[config.mk]
export PLATFORM = sky130hd
export DESIGN_NAME = seg_capture
export DESIGN_NICKNAME = d
export VERILOG_FILES = /design/src/rtl/seg_capture.sv
export SDC_FILE = /design/constraint.sdc
export NUM_CORES = 1
export LEC_CHECK = 0
export CORE_ASPECT_RATIO = 2
export CORE_UTILIZATION = 45
export CTS_CLUSTER_SIZE = 24
export DETAILED_ROUTE_END_ITERATION = 10
export PLACE_DENSITY_LB_ADDON = 0.15
export SLEW_MARGIN = 20
export SYNTH_ARGS = -nofsm -noshare
export SYNTH_HDL_FRONTEND = slang
export SYNTH_SLANG_ARGS = --single-unit
[constraint.sdc]
create_clock -name Clk100M -period 4.5 [get_ports Clk100M]
set_input_delay 0.9 -clock Clk100M [delete_from_list [all_inputs] [get_ports Clk100M]]
set_output_delay 0.9 -clock Clk100M [all_outputs]
set_load 0.02 [all_outputs]
[src/rtl/seg_capture.sv]
// Captures four multiplexed seven-segment digits from a display driver's an/seg lines.
// A digit is taken only after an/seg are steady for SETTLE_CYCLES; all four are published together.
module seg_capture #(
  parameter int SETTLE_CYCLES = 16,
  parameter int DEAD_CYCLES   = 2_000_000
) (
  input  logic        Clk100M,
  input  logic        reset,
  input  logic [7:0]  seg,
  input  logic [3:0]  an,
  output logic [15:0] digits,
  output logic [3:0]  dp,
  output logic [3:0]  glyph_ok,
  output logic        frame_done,
  output logic        dead,
  output logic        multi_an_err
);

  localparam logic [7:0]  L_SETTLE = 8'(SETTLE_CYCLES);
  localparam logic [23:0] L_DEAD   = 24'(DEAD_CYCLES);

  typedef enum logic [1:0] {ST_WAIT, ST_SETTLE, ST_HELD} state_t;

  logic [3:0]  r_an_s1, r_an_s2, r_an_prev;
  logic [7:0]  r_seg_s1, r_seg_s2, r_seg_prev;
  state_t      r_state, w_state_next;
  logic [7:0]  r_stable, w_stable_next;
  logic [3:0]  r_seen;
  logic [23:0] r_dead_cnt;
  logic [15:0] r_digits;
  logic [3:0]  r_dp, r_ok;
  logic        r_frame_done, r_multi_err;

  logic [3:0]  w_an, w_low;
  logic [7:0]  w_seg;
  logic [6:0]  w_pat;
  logic [3:0]  w_nib;
  logic        w_ok;
  logic        w_changed, w_single, w_multi, w_blank, w_sample, w_frame;
  logic [15:0] w_sh_digits;
  logic [3:0]  w_sh_dp, w_sh_ok;

  // Synchronizer idles at all-ones so reset looks like a blanked display.
  always_ff @(posedge Clk100M or posedge reset) begin
    if (reset) begin
      r_an_s1    <= 4'hF;
      r_an_s2    <= 4'hF;
      r_an_prev  <= 4'hF;
      r_seg_s1   <= 8'hFF;
      r_seg_s2   <= 8'hFF;
      r_seg_prev <= 8'hFF;
    end else begin
      r_an_s1    <= an;
      r_an_s2    <= r_an_s1;
      r_an_prev  <= r_an_s2;
      r_seg_s1   <= seg;
      r_seg_s2   <= r_seg_s1;
      r_seg_prev <= r_seg_s2;
    end
  end

  assign w_an      = r_an_s2;
  assign w_seg     = r_seg_s2;
  assign w_low     = ~w_an;
  assign w_changed = (w_an != r_an_prev) || (w_seg != r_seg_prev);
  assign w_blank   = (w_low == 4'h0);
  assign w_single  = !w_blank && ((w_low & 4'(w_low - 4'd1)) == 4'h0);
  assign w_multi   = !w_blank && !w_single;
  assign w_pat     = ~w_seg[6:0];

  always_comb begin
    w_nib = 4'h0;
    w_ok  = 1'b1;
    case (w_pat)
      7'h3F: w_nib = 4'h0;
      7'h06: w_nib = 4'h1;
      7'h5B: w_nib = 4'h2;
      7'h4F: w_nib = 4'h3;
      7'h66: w_nib = 4'h4;
      7'h6D: w_nib = 4'h5;
      7'h7D: w_nib = 4'h6;
      7'h07: w_nib = 4'h7;
      7'h7F: w_nib = 4'h8;
      7'h6F: w_nib = 4'h9;
      7'h77: w_nib = 4'hA;
      7'h7C: w_nib = 4'hB;
      7'h39: w_nib = 4'hC;
      7'h5E: w_nib = 4'hD;
      7'h79: w_nib = 4'hE;
      7'h71: w_nib = 4'hF;
      default: w_ok = 1'b0;
    endcase
  end

  always_ff @(posedge Clk100M or posedge reset) begin
    if (reset) begin
      r_state  <= ST_WAIT;
      r_stable <= 8'd0;
    end else begin
      r_state  <= w_state_next;
      r_stable <= w_stable_next;
    end
  end

  always_comb begin
    w_state_next  = r_state;
    w_stable_next = r_stable;
    w_sample      = 1'b0;
    if (w_multi || w_blank) begin
      w_state_next  = ST_WAIT;
      w_stable_next = 8'd0;
    end else begin
      case (r_state)
        ST_WAIT: begin
          w_state_next  = ST_SETTLE;
          w_stable_next = 8'd1;
        end
        ST_SETTLE: begin
          if (w_changed) begin
            w_stable_next = 8'd1;
          end else if (r_stable >= L_SETTLE - 8'd1) begin
            // This cycle is the SETTLE_CYCLES-th steady one: take the digit.
            w_sample      = 1'b1;
            w_state_next  = ST_HELD;
            w_stable_next = L_SETTLE;
          end else begin
            w_stable_next = r_stable + 8'd1;
          end
        end
        ST_HELD: begin
          if (w_changed) begin
            w_state_next  = ST_SETTLE;
            w_stable_next = 8'd1;
          end
        end
        default: begin
          w_state_next  = ST_WAIT;
          w_stable_next = 8'd0;
        end
      endcase
    end
  end

  genvar gi;
  generate
    for (gi = 0; gi < 4; gi++) begin : g_slot
      logic [3:0] r_nib;
      logic       r_sdp;
      logic       r_sok;
      always_ff @(posedge Clk100M or posedge reset) begin
        if (reset) begin
          r_nib <= 4'h0;
          r_sdp <= 1'b0;
          r_sok <= 1'b0;
        end else if (w_sample && w_low[gi]) begin
          r_nib <= w_nib;
          r_sdp <= ~w_seg[7];
          r_sok <= w_ok;
        end
      end
      assign w_sh_digits[4*gi +: 4] = r_nib;
      assign w_sh_dp[gi]            = r_sdp;
      assign w_sh_ok[gi]            = r_sok;
    end
  endgenerate

  assign w_frame = (r_seen == 4'hF);

  always_ff @(posedge Clk100M or posedge reset) begin
    if (reset) begin
      r_seen       <= 4'h0;
      r_digits     <= 16'h0000;
      r_dp         <= 4'h0;
      r_ok         <= 4'h0;
      r_frame_done <= 1'b0;
      r_multi_err  <= 1'b0;
      r_dead_cnt   <= 24'd0;
    end else begin
      r_frame_done <= w_frame;
      if (w_frame) begin
        r_seen   <= 4'h0;
        r_digits <= w_sh_digits;
        r_dp     <= w_sh_dp;
        r_ok     <= w_sh_ok;
      end else if (w_sample) begin
        r_seen <= r_seen | w_low;
      end
      if (w_multi) begin
        r_multi_err <= 1'b1;
      end
      if (w_sample) begin
        r_dead_cnt <= 24'd0;
      end else if (r_dead_cnt != L_DEAD) begin
        r_dead_cnt <= r_dead_cnt + 24'd1;
      end
    end
  end

  assign digits       = r_digits;
  assign dp           = r_dp;
  assign glyph_ok     = r_ok;
  assign frame_done   = r_frame_done;
  assign multi_an_err = r_multi_err;
  assign dead         = (r_dead_cnt == L_DEAD);

endmodule

==> flow_summary.yaml <==
status:
  status: "complete, no violations"
placement:
  place_ws_ns: 1.69
  dp_hpwl_mm: 7.15
  io_buffers: 40
  gp_congestion: 0.792
  post_dp_cell_area_um2: 5800
power_and_ir_drop:
  p_per_area_nw_per_um2: 408
  peakVddDrop_uv: 287
  total_power_mw: 2.61
  leakagePower_nw: 2.84
final_layout:
  synthToLayoutAreaGrowth_pct: 21.1
  fin_nets: 531
  postLayoutCellArea_um2: 6400
  layout_common_cells: "88 x dfrtp_1, 82 x nand2_1, 40 x clkdlybuf4s50_1"
  drive_gt1_frac: 0.180
  final_common_cell: "dfrtp_1"
  diodes: 0
route:
  ant_nets: 0
  vias_per_cell: 5.27
  drt-wirelength-per-cell_um: 15.4
  remaining_drc_errors: 0
  drt_iter0_drc: 184
  firstDrtPassIters: 4
  wl_mm: 10.3
  routed-via-count: 3527
sta:
  maxSlewHeadroom: 0.295
  fin_crit_ns: 3.15
  rsz0062_at_grt: "no"
  slew_viol_final: 0
  fmax_mhz: 317
  worst_pin_slew_ns: 1.05
  fin_skew_ns: 0.00973
  setup_slack_ns: 1.35
  fin_tns_setup_ns: 0
  setup-violations-final: 0
  period_share: 0.701
  hold_viol_final: 0
clocking:
  clk_path_buf_depth: 2
  cts_root_buf: "clkbuf_16"
  htree_levels: 4
  cts.repair.resized: 0
  cts_buffers: 17
  cts_tree: "yes"
  hold_buffers: 0
  clk_latency_ns: 0.41
  postCtsSetupBuffers: 0
  cts.sinks: 124
  cts.clk_slew.worst_paths_ns: 0.06
setup_path:
  cp.required_ns: 3.60
  crit_arrival_ns: 2.25
  r2r_start: "r_seg_s2[0]"
  r2r_cells: 5
  start_kind: "flip-flop"
  crit_type: "reg2out"
  cp_cell_sequence: "inv_1, ha_1, nor3b_1, nand3_1, nor2_1, clkdlybuf4s50_1"
  r2r_setup_slack_ns: 1.71
  cp_max_fo: 4
  slowest_delay_ns: 0.67
  r2r-end: "g_slot[3].r_nib[3]"
  critical_path.endpoint_type: "primary output"
  cp_slowest_cell: "clkdlybuf4s50_1"
grt:
  grt_max_degree: 70
  grt_pass1_vias: 3683
  grt_pass1_wl_mm: 17.5
  grt_usage: 0.189
  antenna_found_initial: 0
  grt-ovfl-total: 0
logic_synthesis:
  synth-seq-cells: 124
  syn_inst: 472
  yosysTopAreaCell: "dfrtp_1"
  ys_top_cells_by_area: "dfrtp_1 42%, dfstp_2 18%, nand2_1 5.8%"
  synth_nets: 489
  ys.warnings.count: 0
  yosysUniqueCellTypes: 53
  synth_top_flop_cell: "dfrtp_1"
  synth_edf_count: 0
  syn-cell-area_um2: 5290
  async_flop_share: 1.00
  post_synth.cell_area_avg_um2: 11.2
  ys_seq_area_frac: 0.596
  synthDominantCellAreaShare: 0.417
floorplanning:
  rows: 55
  die_h_um: 155
  die_area_um2: 12200
  pin_count: 41
  start_util: 0.465
  dieWidth_um: 78.6
  core_um2: 11400
job:
  cap_viol_max_count: 0
worst_hold_path:
  hold_path_startpoint: "r_seg_s1[6]"
  hp-class: "reg2reg"
  hold_end: "r_seg_s2[6]"
  whs_path_depth: 0
==> where the power goes <==
group	leakage (nW)	internal [mW]	switching [mW]
logic	0.969	0.0331	0.0446
clock network	0.283	0.870	0.489
registers	1.59	1.15	0.0259
total	2.84	2.05	0.559
==> flip-flops by register name, indices dropped and copies added (netlist names) <==
signal        count
g_slot.r_nib     16
r_seg_prev        8
r_seg_s2          8
r_seg_s1          8
g_slot.r_sdp      4
r_seen            4
r_state           2
glyph_ok          4
r_an_prev         4
r_an_s2           4
frame_done        1
r_stable          8
digits           16
r_an_s1           4
multi_an_err      1
dp                4
g_slot.r_sok      4
r_dead_cnt       24
==> stage by stage <==
| step | utilization | hold slack [ns] | std cells |
|---|---|---|---|
| 6_report | 0.564 | 0.350 | 669 |
| 2_1_floorplan | - | 0.345 | 472 |
| 5_1_grt | 0.564 | 0.351 | 669 |
| 3_3_place_gp | 0.511 | 0.346 | 637 |
| 4_1_cts | 0.563 | 0.350 | 669 |
| 3_5_place_dp | 0.511 | 0.347 | 637 |
==> layer usage <==
| metal | part of all wire | up-vias | track usage |
|---|---|---|---|
| met2 | 0.57 | 77 | 0.354 |
| met3 | 0.032 | 20 | 0.0434 |
| met4 | 0.020 | 0 | 0.0891 |
| li1 | - | 1697 | - |
| met1 | 0.38 | 1733 | 0.192 |
| met5 | 0 | - | 0 |
==> synthesized netlist by cell type (7+ instances only) <==
library cell,n
and4_1,7
clkbuf_1,14
dfrtp_1,88
dfstp_2,36
inv_1,15
mux2_2,16
mux2i_1,7
nand2_1,82
nand3_1,17
nand4_1,11
nor2_1,35
o21a_1,8
o21ai_0,9
xnor2_1,19
xor2_1,19
==> worst max-delay path: cells and delay by family, from the launching register on <==
family / cells / cell delay (ns)
buf+inv: 2 / 0.77
simple gates: 3 / 0.53
flops: 1 / 0.41
fa+ha+maj: 1 / 0.14
==> worst max-delay path by stage <==
stage / startpoint / end / cells after the start
after floorplan: reset / digits[0] / 1
after global placement: r_seg_s2[0] / g_slot[3].r_nib[0] / 5
after detailed placement: r_seg_s2[0] / g_slot[3].r_nib[3] / 5
after CTS: r_dead_cnt[0] / dead / 6
after global routing: r_dead_cnt[0] / dead / 6
final: r_dead_cnt[0] / dead / 6
==> layout make-up <==
type                    count  area [um2]
fillers                   976        4950
flip-flops and latches    124        3150
multi-input cells         313        1980
repair buffers             43         435
clock buffers              18         429
well taps                 142         178
clock inverters            14         170
inverters                  15        58.8
==> cell families after synthesis <==
| logic type | Yosys count | share of synthesized area |
|---|---|---|
| buffers and inverters | 35 | 0.0303 |
| adder cells (fa/ha/maj) | 4 | 0.00900 |
| multiplexers | 23 | 0.0473 |
| AO/OA/AOI/OAI | 41 | 0.0528 |
| AND/OR/NAND/NOR | 207 | 0.202 |
| XOR/XNOR | 38 | 0.0630 |
| flip-flops | 124 | 0.596 |
Power figures use the tool's default switching activity.
